`config.mk`:
```
export PLATFORM = sky130hd
export DESIGN_NAME = ysyx_22040931_mem_arbiter
export DESIGN_NICKNAME = d
export VERILOG_FILES = /design/src/rtl/ysyx_22040931_mem_arbiter_pkg.sv /design/src/rtl/ysyx_22040931_arb_pick.sv /design/src/rtl/ysyx_22040931_mem_arbiter.sv
export SDC_FILE = /design/constraint.sdc
export NUM_CORES = 1
export LEC_CHECK = 0
export ABC_CLOCK_PERIOD_IN_PS = 2200
export BUFFER_PORTS_ARGS = -buffer_cell sky130_fd_sc_hd__clkbuf_2
export CORE_AREA = 2 2 213 215
export CTS_BUF_LIST = sky130_fd_sc_hd__clkbuf_8
export CTS_CLUSTER_DIAMETER = 50
export DETAILED_ROUTE_END_ITERATION = 10
export DIE_AREA = 0 0 215 217
export GPL_TIMING_DRIVEN = 0
export PLACE_DENSITY_LB_ADDON = 0.3
export SYNTH_ARGS = -nofsm -noshare
export SYNTH_HDL_FRONTEND = slang
export SYNTH_SLANG_ARGS = --single-unit
```
`constraint.sdc`:
```
create_clock -name clock -period 2.2 [get_ports clock]
set_clock_uncertainty 0.05 [all_clocks]
set_input_delay 0.11 -clock clock [delete_from_list [all_inputs] [get_ports clock]]
set_output_delay 0.11 -clock clock [all_outputs]
set_load 0.01 [all_outputs]
```
`src/rtl/ysyx_22040931_mem_arbiter_pkg.sv`:
```
// Shared encodings for the memory-port arbiter: FSM states and transaction owner.
package ysyx_22040931_mem_arbiter_pkg;

    typedef enum logic [1:0] {
        ysyx_22040931_ARB_IDLE = 2'd0,
        ysyx_22040931_ARB_REQ  = 2'd1,
        ysyx_22040931_ARB_WAIT = 2'd2
    } arb_state_t;

    typedef enum logic {
        ysyx_22040931_ARB_OWN_IF = 1'b0,
        ysyx_22040931_ARB_OWN_LS = 1'b1
    } arb_owner_t;

endpackage

```
`src/rtl/ysyx_22040931_arb_pick.sv`:
```
// Grant selection between fetch and LSU. A flushed fetch never wins. On a tie
// the side that was not granted last wins, so a last_grant pinned to IF gives
// a fixed LSU priority.
module ysyx_22040931_arb_pick
    import ysyx_22040931_mem_arbiter_pkg::*;
(
    input  logic       if_valid,
    input  logic       ls_valid,
    input  logic       if_flush,
    input  arb_owner_t last_grant,
    output logic       grant_if,
    output logic       grant_ls
);

    logic if_live;

    // One-hot grant from the live requests and the tie-break pointer
    always_comb begin
        if_live  = if_valid & ~if_flush;
        grant_if = 1'b0;
        grant_ls = 1'b0;
        if (if_live && ls_valid) begin
            if (last_grant == ysyx_22040931_ARB_OWN_LS) begin
                grant_if = 1'b1;
            end else begin
                grant_ls = 1'b1;
            end
        end else begin
            grant_if = if_live;
            grant_ls = ls_valid;
        end
    end

endmodule

```
`src/rtl/ysyx_22040931_mem_arbiter.sv`:
```
// Single-outstanding arbiter sharing one memory port between fetch and LSU.
// Define YSYX_22040931_ARB_RR_EN for round-robin tie breaking; otherwise the
// LSU wins every tie.
module ysyx_22040931_mem_arbiter
    import ysyx_22040931_mem_arbiter_pkg::*;
#(
    parameter int ADDR_W = 64,
    parameter int DATA_W = 64,
    parameter int MASK_W = DATA_W / 8
) (
    input  logic              clock,
    input  logic              reset,
    input  logic              if_req_valid,
    output logic              if_req_ready,
    input  logic [ADDR_W-1:0] if_addr,
    input  logic              if_flush,
    output logic              if_resp_valid,
    output logic [DATA_W-1:0] if_rdata,
    input  logic              ls_req_valid,
    output logic              ls_req_ready,
    input  logic [ADDR_W-1:0] ls_addr,
    input  logic              ls_wen,
    input  logic [DATA_W-1:0] ls_wdata,
    input  logic [MASK_W-1:0] ls_wmask,
    output logic              ls_resp_valid,
    output logic [DATA_W-1:0] ls_rdata,
    output logic              mem_req_valid,
    input  logic              mem_req_ready,
    output logic [ADDR_W-1:0] mem_addr,
    output logic              mem_wen,
    output logic [DATA_W-1:0] mem_wdata,
    output logic [MASK_W-1:0] mem_wmask,
    input  logic              mem_resp_valid,
    input  logic [DATA_W-1:0] mem_rdata
);

    arb_state_t        state_reg, state_next;
    arb_owner_t        owner_reg, owner_next;
    logic              drop_reg, drop_next;
    logic [ADDR_W-1:0] addr_reg, addr_next;
    logic              wen_reg, wen_next;
    logic [DATA_W-1:0] wdata_reg, wdata_next;
    logic [MASK_W-1:0] wmask_reg, wmask_next;
    logic              if_resp_reg, if_resp_next;
    logic              ls_resp_reg, ls_resp_next;
    logic [DATA_W-1:0] if_rdata_reg, if_rdata_next;
    logic [DATA_W-1:0] ls_rdata_reg, ls_rdata_next;

    arb_owner_t        last_grant;
    logic              grant_if;
    logic              grant_ls;
    logic              in_idle;

    assign in_idle = (state_reg == ysyx_22040931_ARB_IDLE);

    ysyx_22040931_arb_pick u_pick (
        .if_valid   (if_req_valid),
        .ls_valid   (ls_req_valid),
        .if_flush   (if_flush),
        .last_grant (last_grant),
        .grant_if   (grant_if),
        .grant_ls   (grant_ls)
    );

`ifdef YSYX_22040931_ARB_RR_EN
    arb_owner_t last_grant_reg, last_grant_next;

    assign last_grant = last_grant_reg;

    // Remember which side won the most recent grant
    always_comb begin
        last_grant_next = last_grant_reg;
        if (in_idle && grant_ls) begin
            last_grant_next = ysyx_22040931_ARB_OWN_LS;
        end else if (in_idle && grant_if) begin
            last_grant_next = ysyx_22040931_ARB_OWN_IF;
        end
    end

    // Round-robin pointer register
    always_ff @(posedge clock or negedge reset) begin
        if (!reset) begin
            last_grant_reg <= ysyx_22040931_ARB_OWN_IF;
        end else begin
            last_grant_reg <= last_grant_next;
        end
    end
`else
    // Pretending IF always won last makes every tie go to the LSU.
    assign last_grant = ysyx_22040931_ARB_OWN_IF;
`endif

    // Readies are gated by reset so nothing is accepted while reset is held.
    assign if_req_ready  = in_idle & grant_if & reset;
    assign ls_req_ready  = in_idle & grant_ls & reset;

    assign mem_req_valid = (state_reg == ysyx_22040931_ARB_REQ);
    assign mem_addr      = addr_reg;
    assign mem_wen       = wen_reg;
    assign mem_wdata     = wdata_reg;
    assign mem_wmask     = wmask_reg;

    assign if_resp_valid = if_resp_reg;
    assign if_rdata      = if_rdata_reg;
    assign ls_resp_valid = ls_resp_reg;
    assign ls_rdata      = ls_rdata_reg;

    // Next-state logic: grant and latch in IDLE, handshake in REQ, route response in WAIT
    always_comb begin
        state_next    = state_reg;
        owner_next    = owner_reg;
        drop_next     = drop_reg;
        addr_next     = addr_reg;
        wen_next      = wen_reg;
        wdata_next    = wdata_reg;
        wmask_next    = wmask_reg;
        if_resp_next  = 1'b0;
        ls_resp_next  = 1'b0;
        if_rdata_next = if_rdata_reg;
        ls_rdata_next = ls_rdata_reg;
        case (state_reg)
            ysyx_22040931_ARB_IDLE: begin
                drop_next = 1'b0;
                if (grant_ls) begin
                    owner_next = ysyx_22040931_ARB_OWN_LS;
                    addr_next  = ls_addr;
                    wen_next   = ls_wen;
                    wdata_next = ls_wdata;
                    wmask_next = ls_wmask;
                    state_next = ysyx_22040931_ARB_REQ;
                end else if (grant_if) begin
                    owner_next = ysyx_22040931_ARB_OWN_IF;
                    addr_next  = if_addr;
                    wen_next   = 1'b0;
                    wdata_next = '0;
                    wmask_next = '0;
                    state_next = ysyx_22040931_ARB_REQ;
                end
            end
            ysyx_22040931_ARB_REQ: begin
                // A redirect cannot retract the request; it only marks the fetch stale.
                if (owner_reg == ysyx_22040931_ARB_OWN_IF && if_flush) begin
                    drop_next = 1'b1;
                end
                if (mem_req_ready) begin
                    state_next = ysyx_22040931_ARB_WAIT;
                end
            end
            ysyx_22040931_ARB_WAIT: begin
                if (owner_reg == ysyx_22040931_ARB_OWN_IF && if_flush) begin
                    drop_next = 1'b1;
                end
                if (mem_resp_valid) begin
                    state_next = ysyx_22040931_ARB_IDLE;
                    drop_next  = 1'b0;
                    if (owner_reg == ysyx_22040931_ARB_OWN_LS) begin
                        ls_resp_next  = 1'b1;
                        ls_rdata_next = mem_rdata;
                    end else if (!drop_reg && !if_flush) begin
                        if_resp_next  = 1'b1;
                        if_rdata_next = mem_rdata;
                    end
                end
            end
            default: begin
                state_next = ysyx_22040931_ARB_IDLE;
            end
        endcase
    end

    // State, request latch and response registers
    always_ff @(posedge clock or negedge reset) begin
        if (!reset) begin
            state_reg    <= ysyx_22040931_ARB_IDLE;
            owner_reg    <= ysyx_22040931_ARB_OWN_IF;
            drop_reg     <= 1'b0;
            addr_reg     <= '0;
            wen_reg      <= 1'b0;
            wdata_reg    <= '0;
            wmask_reg    <= '0;
            if_resp_reg  <= 1'b0;
            ls_resp_reg  <= 1'b0;
            if_rdata_reg <= '0;
            ls_rdata_reg <= '0;
        end else begin
            state_reg    <= state_next;
            owner_reg    <= owner_next;
            drop_reg     <= drop_next;
            addr_reg     <= addr_next;
            wen_reg      <= wen_next;
            wdata_reg    <= wdata_next;
            wmask_reg    <= wmask_next;
            if_resp_reg  <= if_resp_next;
            ls_resp_reg  <= ls_resp_next;
            if_rdata_reg <= if_rdata_next;
            ls_rdata_reg <= ls_rdata_next;
        end
    end

endmodule

```
# Word-level counts from Yosys, hierarchy flattened
# Index checks and enable logic that the tools add are counted.
# W data, S select, Z words.
[word_totals] word_cells=61 out_inout_bits=270 input_bits=272 register_bits=271
[classes] reduce_logical=12 eq_ne=5 bitwise_logic=7 n_mux=26
[op_table] operator="$mux W64" n=4
[op_table] operator="$mux W8" n=2
[op_table] operator="$mux W1" n=14
[op_table] operator="$mux W2" n=4
[op_table] operator="$pmux W2 S3" n=1
[op_table] operator="$reduce_and A3 Y1" n=2
[op_table] operator="$and A1 B1 Y1" n=5
[op_table] operator="$reduce_and A4 Y1" n=1
[op_table] operator="$logic_and A1 B1 Y1" n=3
[op_table] operator="$ne A3 B3 Y1 const B" n=1
[op_table] operator="$pmux W1 S3" n=1
[op_table] operator="$reduce_bool A3 Y1" n=1
[op_table] operator="$eq A2 B1 Y1 const B" n=1
[op_table] operator="$eq A2 B2 Y1 const B" n=1
[op_table] operator="$logic_not A1 Y1" n=2
[op_table] operator="$logic_not A2 Y1" n=1
[op_table] operator="$ne A2 B1 Y1 const B" n=1
[op_table] operator="$ne A2 B2 Y1 const B" n=1
[op_table] operator="$not A1 Y1" n=2
[op_table] operator="$reduce_and A2 Y1" n=1
[op_table] operator="$reduce_bool A2 Y1" n=1

# Depth between registers and ports, before layout
[logic_depth] ltp_word=7 ltp_mapped=6 mapped_depth_nobuf=5

# Cells and area by module
# Synthesis repeated with hierarchy kept, for this count alone.
[unflattened] hier_cells=747 hier_area_um2=10795.4
[by_module_without_submodules] module="ysyx_22040931_mem_arbiter" cells_per_inst=743 seq_area_each_um2=6781.5 area_each_um2=10759.1 instances=1
[by_module_without_submodules] module="ysyx_22040931_arb_pick" cells_per_inst=4 seq_area_each_um2=0.0 area_each_um2=36.3 instances=1

# Worst setup path after synthesis
# Ideal clock, no wire load.
[synth_timing] path_kind="reg-to-reg" start="reg state_reg[0]" end="reg ls_rdata_reg[14], in the netlist ls_rdata[14]" stages_incl_launch_ff=7 n_path_buf=2 setup_time_ns=0.125 setup_slack_ns=0.547 arrival_ns=1.479 required_ns=2.025 period_less_slack_ns=1.653 path_cell_list="dfrtp_1 inv_1 ha_1 nand3_1 buf_2 buf_2 mux2_2"
[synth_between] elab_chain_cells=2
[synth_rtl] item="start: declaration" line_no="ysyx_22040931_mem_arbiter.sv:37" text="arb_state_t state_reg, state_next;"
[synth_rtl] item="start signal: assignment" line_no="ysyx_22040931_mem_arbiter.sv:174" text="state_reg <= ysyx_22040931_ARB_IDLE;"
[synth_rtl] item="start signal: assignment" line_no="ysyx_22040931_mem_arbiter.sv:186" text="state_reg <= state_next;"
[synth_rtl] item="$eq A2 B2 Y1" line_no="ysyx_22040931_mem_arbiter.sv:121" text="case (state_reg)"
[synth_rtl] item="$reduce_and A3 Y1 (no line)"
[synth_rtl] item="end signal: assignment" line_no="ysyx_22040931_mem_arbiter.sv:196" text="ls_rdata_reg <= ls_rdata_next;"
[synth_rtl] item="end: declaration" line_no="ysyx_22040931_mem_arbiter.sv:47" text="logic [DATA_W-1:0] ls_rdata_reg, ls_rdata_next;"
# No other way between the ends.
# A chain may end at the register's enable or synchronous reset.

# Worst setup path in the final report
[layout_timing] start="reg state_reg[0]" end="reg ls_rdata_reg[21], in the netlist ls_rdata[21]"
# The elaborated chain is that of the path after synthesis.

==> results.json <==
{
  "avgSynthCellArea_um2": 16.3,
  "drt_pass1_iterations": 4,
  "cts-root-buf": "clkbuf_8",
  "yosysWarningCount": 0,
  "tightest_slew_ns": 0.590,
  "die_x_um": 215,
  "period_share_pct": 93.6,
  "dp_hpwl_mm": 26.8,
  "numCtsBuffers": 49,
  "final_cell_mix": "clkbuf_2 (542), dfrtp_1 (271), dlygate4sd3_1 (271), mux2_2 (208), a22o_1 (73)",
  "layout_commonest_cell": "clkbuf_2",
  "timing.critical_path.fanout_max": 10,
  "worstSkewPairLatency_ns": 0.58,
  "num_rows": 78,
  "power_w": 0.0224,
  "ys_seq_area_share_pct": 61.6,
  "drc": 0,
  "slew_violations": 0,
  "gp_congestion": 0.943,
  "finalCriticalPeriod_ns": 2.06,
  "swShare_pct": 34.3,
  "coreArea_um2": 44700,
  "avgViaCountPerCell": 4.20,
  "clk_pin_slew_ns": 0.06,
  "area_growth_pct": 67.6,
  "seqPwrFrac_pct": 38.3,
  "dieArea_um2": 46700,
  "post-cts-setup-buffers": 0,
  "clock_path_buffers": 3,
  "htree_levels": 2,
  "wl_per_cell_um": 17.4,
  "antenna_found_initial": 1,
  "power_density_nw_per_um2": 1210,
  "globalRoute.totalOverflow": 0,
  "synth.distinct_cells": 28,
  "hold_viol_final": 0,
  "synth_flop_cell": "dfrtp_1",
  "regToRegStartpoint": "state_reg[0]",
  "drt_iter0_markers": 331,
  "utilization_pct": 41.3,
  "grt_util_all_layers_pct": 16.0,
  "cts_sinks": 271,
  "final_area_um2": 18500,
  "dr_total_vias": 9182,
  "io_pins": 542,
  "layout_setup_ws_ns": 0.140,
  "ir_worst_vdd_uv": 563,
  "p_leak_nw": 9.45,
  "hold_class": "in2reg",
  "r2r_cells": 6,
  "cts_tree": "done",
  "fin_hold_ws_ns": 0.0886,
  "intPower_w": 0.0147,
  "synth.net_count": 953,
  "clockPowerShare_pct": 22.0,
  "ant_nets": 0,
  "cp-endpoint": "ls_rdata[21]",
  "reg2reg_slack_ns": 0.14,
  "power_frac_comb_pct": 39.7,
  "grt_pass1_vias": 10400,
  "relSlewSlack_pct": 60.6,
  "grt_pass1_wl_mm": 58.4,
  "synthCells": 676,
  "maxClockFrequency_mhz": 485,
  "wirelength_mm": 37.9,
  "grt_max_degree": 112,
  "final_nets": 1823,
  "fill_cells": 4220,
  "endpoint_kind": "register",
  "required_ns": 2.61,
  "critPathArrivalTime_ns": 2.47,
  "port_buffers": 541,
  "cp-start-kind": "register",
  "maxCapViolations": 0,
  "critPathKind": "reg2reg",
  "syn_area_um2": 11000,
  "initial_core_util_pct": 24.6,
  "p_switching_w": 0.00768,
  "r2r_end": "ls_rdata[21]",
  "synth_edf_count": 0,
  "finalSetupViolCount": 0,
  "synth_async_sr_flop_share_pct": 100,
  "drive_gt1_share_pct": 58.6,
  "dpl_cell_area_um2": 14500,
  "pre_cts_ws_ns": -0.466,
  "ys_ff_latch": 271,
  "fp.dieH_um": 217,
  "critPathLaunch": "state_reg[0]",
  "status": "completed"
}
==> worst min path at each step <==
| stage | from | to | cells past startpoint |
|---|---|---|---|
| after floorplan | reset | drop_reg | 0 |
| after global placement | ls_wdata[56] | mem_wdata[56] | 2 |
| after detailed placement | reset | mem_addr[0] | 1 |
| after CTS | ls_req_valid | state_reg[1] | 4 |
| after global routing | ls_req_valid | state_reg[1] | 4 |
| final | ls_req_valid | state_reg[1] | 4 |
==> power groups by stage <==
stage	registers [W]	clock network (W)	logic [W]
detailed placement	0.00860	0	0.00848
finish	0.00858	0.00494	0.00888
CTS	0.00856	0.00516	0.00900
global placement	0.00854	0	0.00839
global route	0.00886	0.00537	0.00955
floorplan	0.00957	0	0.00344
==> metal layers <==
metal	track usage [%]	up-vias	wire [um]
met3	3.73	105	2180
li1	-	4219	-
met1	18.8	4501	15600
met2	27.5	357	18400
met4	8.23	0	1730
met5	0	-	0
==> repair_timing <==
item	in CTS	in global routing
endpoints found under the hold margin	540	0
setup endpoints to repair	32	50
gates cloned	0	1
resized for setup	7	7
hold buffers	275	0
==> area by class of cell <==
cell class	instances	area, um2	share of cell area (%)
diodes	1	2.50	0.0136
plain buffers	44	315	1.71
clock buffers	66	908	4.92
clock inverters	23	136	0.739
inverters	5	18.8	0.102
multi-input cells	356	3930	21.3
flip-flops and latches	271	6780	36.7
well taps	600	751	4.07
repair buffers	819	5620	30.4
==> logic make-up (layout without fill, tap and decap cells) <==
logic type	Yosys count	after routing	synth area share, %
AO/OA/AOI/OAI	80	80	6.29
multiplexers	257	257	27.9
AND/OR/NAND/NOR	14	14	0.727
buffers and inverters	49	957	2.91
flip-flops	271	271	61.6
other	0	1	0
adder cells (fa/ha/maj)	5	5	0.568
==> synth_stat cells, types with 2 or more instances <==
cell	number	share of area, %
and3_1	2	0.11
buf_6	11	1.1
mux2_2	208	21
nor2b_1	2	0.11
mux2_4	49	6.7
dfrtp_1	271	62
ha_1	5	0.57
buf_4	7	0.48
nand2_1	2	0.068
a22o_1	73	5.8
buf_1	3	0.10
buf_2	22	1.0
nand3_1	2	0.091
inv_1	5	0.17
==> stage by stage <==
step | setup TNS [ns] | cells
after floorplan | 0 | 676
after global placement | -1331.82 | 1817
after global routing | -0.000272 | 2185
final | 0 | 2185
after detailed placement | -5.72 | 1819
after CTS | 0 | 2183
==> worst max-delay path, stage by stage, from the launching register on <==
cell     delay (ns)
dfrtp_1        0.40
inv_1          0.12
ha_1           0.24
nand3_1        0.11
buf_2          0.30
buf_2          0.33
mux2_2         0.38
(Power assumes the default switching activity.)
